[src/rtl/seg_disp_pkg.sv]
// Shared types and constants for the seven-segment display arbiter.
// Imported by the arbiter top and its hold timer.
package seg_disp_pkg;

  localparam int DW = 16;

  localparam logic [DW-1:0] BLANK_C = 16'hFFFF;

  typedef enum logic [1:0] {
    IDLE = 2'd0,
    OWN0 = 2'd1,
    OWN1 = 2'd2
  } state_e;

endpackage

[src/rtl/seg_hold_timer.sv]
// Dwell counter for one grant term.
// start reloads zero; expire flags the last cycle of the term.
module seg_hold_timer
  import seg_disp_pkg::*;
#(
  parameter int HOLD_CYCLES = 100_000_000
) (
  input  logic clk,
  input  logic rst,
  input  logic start,
  input  logic en,
  output logic expire
);

  localparam int CW = $clog2(HOLD_CYCLES);
  localparam logic [CW-1:0] LAST = CW'(HOLD_CYCLES - 1);

  logic [CW-1:0] cnt_q;
  logic [CW-1:0] cnt_d;

  assign expire = (cnt_q == LAST);

  // Saturate at LAST so the count can never wrap.
  always_comb begin
    cnt_d = cnt_q;
    if (start) begin
      cnt_d = '0;
    end else if (en && !expire) begin
      cnt_d = cnt_q + 1'b1;
    end
  end

  always_ff @(posedge clk or posedge rst) begin
    if (rst) begin
      cnt_q <= '0;
    end else begin
      cnt_q <= cnt_d;
    end
  end

endmodule

[src/rtl/seg_display_arbiter.sv]
// Round-robin owner of the shared 4-digit display.
// Each grant dwells HOLD_CYCLES clocks; idle shows BLANK.
module seg_display_arbiter
  import seg_disp_pkg::*;
#(
  parameter int          HOLD_CYCLES = 100_000_000,
  parameter logic [15:0] BLANK       = BLANK_C
) (
  input  logic          clk,
  input  logic          rst,
  input  logic [1:0]    req,
  input  logic [DW-1:0] val0,
  input  logic [DW-1:0] val1,
  output logic [1:0]    grant,
  output logic [DW-1:0] nums,
  output logic          busy
);

  state_e        state_q, state_d;
  logic [1:0]    grant_q, grant_d;
  logic [DW-1:0] nums_q, nums_d;
  logic          last_q, last_d;
  logic          start, en, expire;

  seg_hold_timer #(
    .HOLD_CYCLES(HOLD_CYCLES)
  ) u_timer (
    .clk   (clk),
    .rst   (rst),
    .start (start),
    .en    (en),
    .expire(expire)
  );

  always_comb begin
    state_d = state_q;
    grant_d = grant_q;
    nums_d  = nums_q;
    last_d  = last_q;
    start   = 1'b0;
    en      = 1'b0;
    unique case (state_q)
      IDLE: begin
        if (req[0] && (!req[1] || last_q)) begin
          state_d = OWN0;
          grant_d = 2'b01;
          nums_d  = val0;
          last_d  = 1'b0;
          start   = 1'b1;
        end else if (req[1]) begin
          state_d = OWN1;
          grant_d = 2'b10;
          nums_d  = val1;
          last_d  = 1'b1;
          start   = 1'b1;
        end
      end
      OWN0: begin
        if (!expire) begin
          en = 1'b1;
          if (req[0]) nums_d = val0;
        end else begin
          start = 1'b1;
          if (req[1]) begin
            state_d = OWN1;
            grant_d = 2'b10;
            nums_d  = val1;
            last_d  = 1'b1;
          end else if (req[0]) begin
            nums_d = val0;
          end else begin
            state_d = IDLE;
            grant_d = 2'b00;
            nums_d  = BLANK;
          end
        end
      end
      OWN1: begin
        if (!expire) begin
          en = 1'b1;
          if (req[1]) nums_d = val1;
        end else begin
          start = 1'b1;
          if (req[0]) begin
            state_d = OWN0;
            grant_d = 2'b01;
            nums_d  = val0;
            last_d  = 1'b0;
          end else if (req[1]) begin
            nums_d = val1;
          end else begin
            state_d = IDLE;
            grant_d = 2'b00;
            nums_d  = BLANK;
          end
        end
      end
      default: begin
        state_d = IDLE;
        grant_d = 2'b00;
        nums_d  = BLANK;
        start   = 1'b1;
      end
    endcase
  end

  always_ff @(posedge clk or posedge rst) begin
    if (rst) begin
      state_q <= IDLE;
      grant_q <= 2'b00;
      nums_q  <= BLANK;
      last_q  <= 1'b1;
    end else begin
      state_q <= state_d;
      grant_q <= grant_d;
      nums_q  <= nums_d;
      last_q  <= last_d;
    end
  end

  assign grant = grant_q;
  assign nums  = nums_q;
  assign busy  = |grant_q;

endmodule

[config.mk]
export PLATFORM = sky130hd
export DESIGN_NAME = seg_display_arbiter
export DESIGN_NICKNAME = d
export VERILOG_FILES = /design/src/rtl/seg_disp_pkg.sv /design/src/rtl/seg_hold_timer.sv /design/src/rtl/seg_display_arbiter.sv
export SDC_FILE = /design/constraint.sdc
export NUM_CORES = 1
export LEC_CHECK = 0
export ABC_CLOCK_PERIOD_IN_PS = 3000
export CORE_ASPECT_RATIO = 2
export CORE_MARGIN = 5
export CORE_UTILIZATION = 54
export DETAILED_ROUTE_END_ITERATION = 7
export GPL_ROUTABILITY_DRIVEN = 0
export PLACE_DENSITY_LB_ADDON = 0.1
export SLEW_MARGIN = 10
export SYNTH_ARGS = -nofsm -noshare
export SYNTH_HDL_FRONTEND = slang
export SYNTH_HIERARCHICAL = 1
export SYNTH_SLANG_ARGS = --single-unit
[constraint.sdc]
create_clock -name clk -period 3 [get_ports clk]
set_input_delay 0.6 -clock clk [delete_from_list [all_inputs] [get_ports clk]]
set_output_delay 0.6 -clock clk [all_outputs]
set_load 0.02 [all_outputs]
=== Yosys cells after proc, flatten, opt, wreduce, memory -nomap -nowiden ===
Cells that the tools add are included.

* Input bits: 36
* Latch bits: 0
* Memories kept: 0
* Memory bits (writable): 0
* Word-level logic and storage cells: 60
* Bits in read-only memories: 0
* Register bits: 46

* Bitwise logic cells: 0
* Mux-type cells: 33
* Multiply operators: 0
* Shift operators: 0
* Equality and inequality tests: 10
* Divide/modulo/power cells: 0
* Add/sub/neg operators: 1
* Reduce and logical (&&, ||, !) cells: 12
* $lt $le $gt $ge: 0

{| class="wikitable"
|+ Operator list
! kind !! count
|-
| $mux W16 || 9
|-
| $mux W27 || 2
|-
| $pmux W16 S3 || 1
|-
| $add A27 B1 Y27 const B || 1
|-
| $eq A27 B27 Y1 const B || 1
|-
| $mux W2 || 8
|-
| $ne A3 B3 Y1 const B || 4
|-
| $mux W1 || 10
|-
| $ne A2 B2 Y1 const B || 3
|-
| $pmux W2 S3 || 1
|-
| $reduce_and A5 Y1 || 1
|-
| $reduce_and A4 Y1 || 1
|-
| $reduce_or A2 Y1 || 2
|-
| $pmux W1 S3 || 1
|-
| $reduce_bool A3 Y1 || 1
|-
| $eq A2 B1 Y1 const B || 1
|-
| $eq A2 B2 Y1 const B || 1
|-
| $logic_and A1 B1 Y1 || 2
|-
| $logic_not A1 Y1 || 2
|-
| $logic_not A2 Y1 || 1
|-
| $pmux W1 S2 || 1
|-
| $reduce_bool A2 Y1 || 1
|-
| $logic_or A1 B1 Y1 || 1
|}

=== Logic depth before layout (Yosys ltp) ===
* Depth in word-level cells: 6
* Mapped depth: 11

=== Hierarchy ===
Netlist, hierarchy kept.

{| class="wikitable"
|+ Modules (own cells, without submodules)
! module !! cells an instance !! area an instance (sq um) !! times used
|-
| seg_display_arbiter || 207 || 1783.0 || 1
|-
| seg_hold_timer || 158 || 1497.7 || 1
|}

=== Least setup slack after synthesis ===
OpenSTA, ideal clock, no wires.

* Kind: register to register
* Start point: register u_timer.cnt_q[0]
* End point: register u_timer.cnt_q[24]
* Library setup time: 0.066 ns
* Buffers on the path: 1
* Period minus slack after synthesis: 2.566 ns
* Path slack: 0.434 ns
* Data required time: 2.934 ns
* Arrival: 2.500 ns
* Stages on the path, launching flop included: 12
* Path through: dfrtp_1 ha_1 nand3_1 or4_4 nor2_1 buf_4 nor2b_1 nand2_1 nor4b_4 nand4_1 or4_1 nand2_1

* Word-level cells in the longest chain between the ends: 5

{| class="wikitable"
|+ RTL lines
! item !! RTL line !! RTL
|-
| from (decl) || seg_hold_timer.sv:18 || <nowiki>logic [CW-1:0] cnt_q;</nowiki>
|-
| from (signal assigned) || seg_hold_timer.sv:37 || <nowiki>cnt_q <= cnt_d;</nowiki>
|-
| $eq A27 B27 Y1 || seg_hold_timer.sv:21 || <nowiki>assign expire = (cnt_q == LAST);</nowiki>
|-
| net expire || seg_display_arbiter.sv:23 || <nowiki>logic start, en, expire;</nowiki>
|-
| $mux W1 || seg_display_arbiter.sv:59, seg_display_arbiter.sv:79 ||
|-
| $mux W1 || - ||
|-
| net en || seg_display_arbiter.sv:23 ||
|-
| $logic_and A1 B1 Y1 || seg_hold_timer.sv:28 || <nowiki>end else if (en && !expire) begin</nowiki>
|-
| $reduce_bool A2 Y1 (no source line) || - ||
|}

The timed path passes the listed nets, and every way through them passes these cells. The select of a mux whose other input is x is not followed.
A chain may end at the register's enable or synchronous reset.

=== Worst setup path in the final report ===
Ends and elaborated chain as after synthesis.

==> results.cfg <==
[finish]
fin_cells = 482
final_nets = 459
design_area_um2 = 4030
syn_to_final_growth_pct = 22.8
drive_gt1_share_pct = 14.3
num_antenna_cells = 0

[die]
core_area_um2 = 5960
die_h_um = 120
initial_utilization_pct = 55.1
rows = 40
die-width_um = 65.1
io_pins = 55
die_area_um2 = 7830

[placement]
dp.cells = 474
dpl_cell_area_um2 = 3880
hpwl_um = 7080
portBuffers = 54
pre_cts_ws_ps = 422

[cts]
postCtsHoldBufs = 0
cts_setup_buffers = 0
clk_path_buf_depth = 2
cts_max_level = 2
numCtsBuffers = 5
clockRootBuffer = clkbuf_16
cts.repair.resized = 0
path_clk_slew_ps = 70
cts_sinks = 46
clkLatencyLatePin_ps = 290
cts_tree = done

[critical_path]
r2r_start = u_timer/cnt_q[0]
crit_path_max_fanout = 10
critPathRequiredTime_ps = 3220
path_cells = ha_1, nand3_1, or4_4, nor2_1, buf_4, nor2b_1, nand2_1, nor4b_4, nand4_1, or4_1, nand2_1
crit_path_frequent_cell = nand2_1
cp_top_family = simple AND/OR/NAND/NOR gates
cp-start-kind = flip-flop
timing.rr.end = u_timer/cnt_q[24]
crit_slowest_cell = or4_1
cp_slowest_stage_delay_ps = 440
arrival_ps = 2850
end_kind = flip-flop
reg2reg_slack_ps = 370
r2r_cells = 11
critPathBufInv = 1
criticalPathCategory = flip-flop to flip-flop

[detailed_routing]
vias_per_cell = 6.43
drt_wl_total_um = 9260
drc_errors = 0
drtPass1Iterations = 4
vias = 3099
wl_per_cell_um = 19.2
ant_nets = 0
drt_iter0_drc = 229

[worst_hold_path]
worstHoldPathType = flip-flop to flip-flop
min_to = nums[10]
hold_depth = 2
hp-start = nums[10]

[status]
outcome = finished, final reports clean

[sta]
tns_ps = 0
slew_viol_final = 0
slew_headroom_pct = 47.2
hold_viol = 0
post-route-min-period_ps = 2630
final-setup-viol-count = 0
final.period_utilization_pct = 87.7
tightestPinTransition_ps = 792
fmax_mhz = 380
rsz0062_at_grt = false
layout_setup_ws_ps = 370
fin_skew_ps = 10.8

[power]
ir_worst_vdd_mv = 0.646
p_leak_nw = 1.60
cellPowerDensity_nw_per_um2 = 778
finalPower_mw = 3.13

[logic_synthesis]
synth_area_leader_cell = dfrtp_1
yosys-top-cells-area = dfrtp_1 22%, dfstp_2 14%, o221ai_1 6.4%
synth_nets = 406
synth_top_flop_cell = dfrtp_1
syn_area_per_cell_um2 = 8.99
synthArstFlopShare_pct = 100
ys_seq_elements = 46
synthesis.area_um2 = 3280
synth.distinct_cells = 60
synthCells = 365
yosysTopAreaCellShare_pct = 22.1
synth_warnings = 6
post-synth-top-count-cell = nor2_1
synth_edf_count = 0
synthTopCellsByCount = 39 x nor2_1, 35 x nand2_1, 29 x dfrtp_1
ys_seq_area_share_pct = 35.7

[global_route]
antenna_found_initial = 0
grt_util_all_layers_pct = 24.6
first_global_vias = 3286
grt_pass1_wl_um = 15300
grt_remaining_overflow = 0
grt_max_degree = 32

[job]
maxCapViolCount = 0
==> power by group <==
part	internal [mW]	switching (mW)	leakage [nW]
logic	0.708	0.879	0.944
clock network	0.331	0.234	0.0739
registers	0.856	0.125	0.579
==> kinds of logic after synthesis <==
logic type	Yosys count	share of synthesized area, %
buffers and inverters	33	5.22
DFF	46	35.7
xor gates and xnor gates	14	3.74
AOI/OAI and AO/OA	103	23.4
and+or+nand+nor	145	24.0
muxes	19	6.03
adders and majority gates	5	1.91
==> worst reg2reg max path, delay by kind of cell (launching register included) <==
family,cells,cell delay (ps)
buffers and inverters,1,160
and+or+nand+nor,9,1730
DFF,1,410
adders and majority gates,1,270
==> state kept, by name (all words and copies together) (netlist names) <==
register and cells:
nums 16, grant 2, u_timer/cnt_q 27, last_q 1
==> routing by layer <==
layer  track usage, %  wire length, µm
met2             49.8             5450
met5                0                0
met4             10.8              238
met1             23.4             3230
met3             3.07              351
==> worst max-delay path by stage <==
stage                                 from                 to  slack (ps)  depth (start not counted)
after CTS                 u_timer/cnt_q[0]  u_timer/cnt_q[24]         380                         11
after global routing      u_timer/cnt_q[0]  u_timer/cnt_q[24]         140                         11
final                     u_timer/cnt_q[0]  u_timer/cnt_q[24]         370                         11
after floorplan           u_timer/cnt_q[0]  u_timer/cnt_q[24]         430                         11
after global placement    u_timer/cnt_q[0]  u_timer/cnt_q[24]         470                         11
after detailed placement  u_timer/cnt_q[0]  u_timer/cnt_q[24]         420                         11
==> placed cells by master, fill, tap and decap left out, drive strengths merged, types with 6 or more instances in the layout <==
master / n
clkdlybuf4s50: 54
dfstp: 17
mux2i: 13
mux2: 6
or4: 9
o221ai: 24
nor2b: 10
buf: 12
dfrtp: 29
o21ai: 21
a31oi: 8
nand2: 36
inv: 13
nand4: 10
o2111a: 10
nand3: 12
nor2: 40
clkbuf: 7
xor2: 11
a21oi: 24
==> area by class of cell <==
cell class	instances	area, µm²
multi-input combinational	286	1940
fill	513	1930
sequential	46	1170
timing repair buffer	66	643
clock buffer	7	143
tap	63	78.8
inverter	13	48.8
clock inverter	1	5.00
==> per-stage QoR <==
step / utilization, % / hold WS [ps]
2_1_floorplan: - / 510
3_3_place_gp: 65.1 / 498
3_5_place_dp: 65.1 / 505
4_1_cts: 67.6 / 514
5_1_grt: 67.6 / 529
6_report: 67.6 / 511
Power figures use the tool's default switching activity.
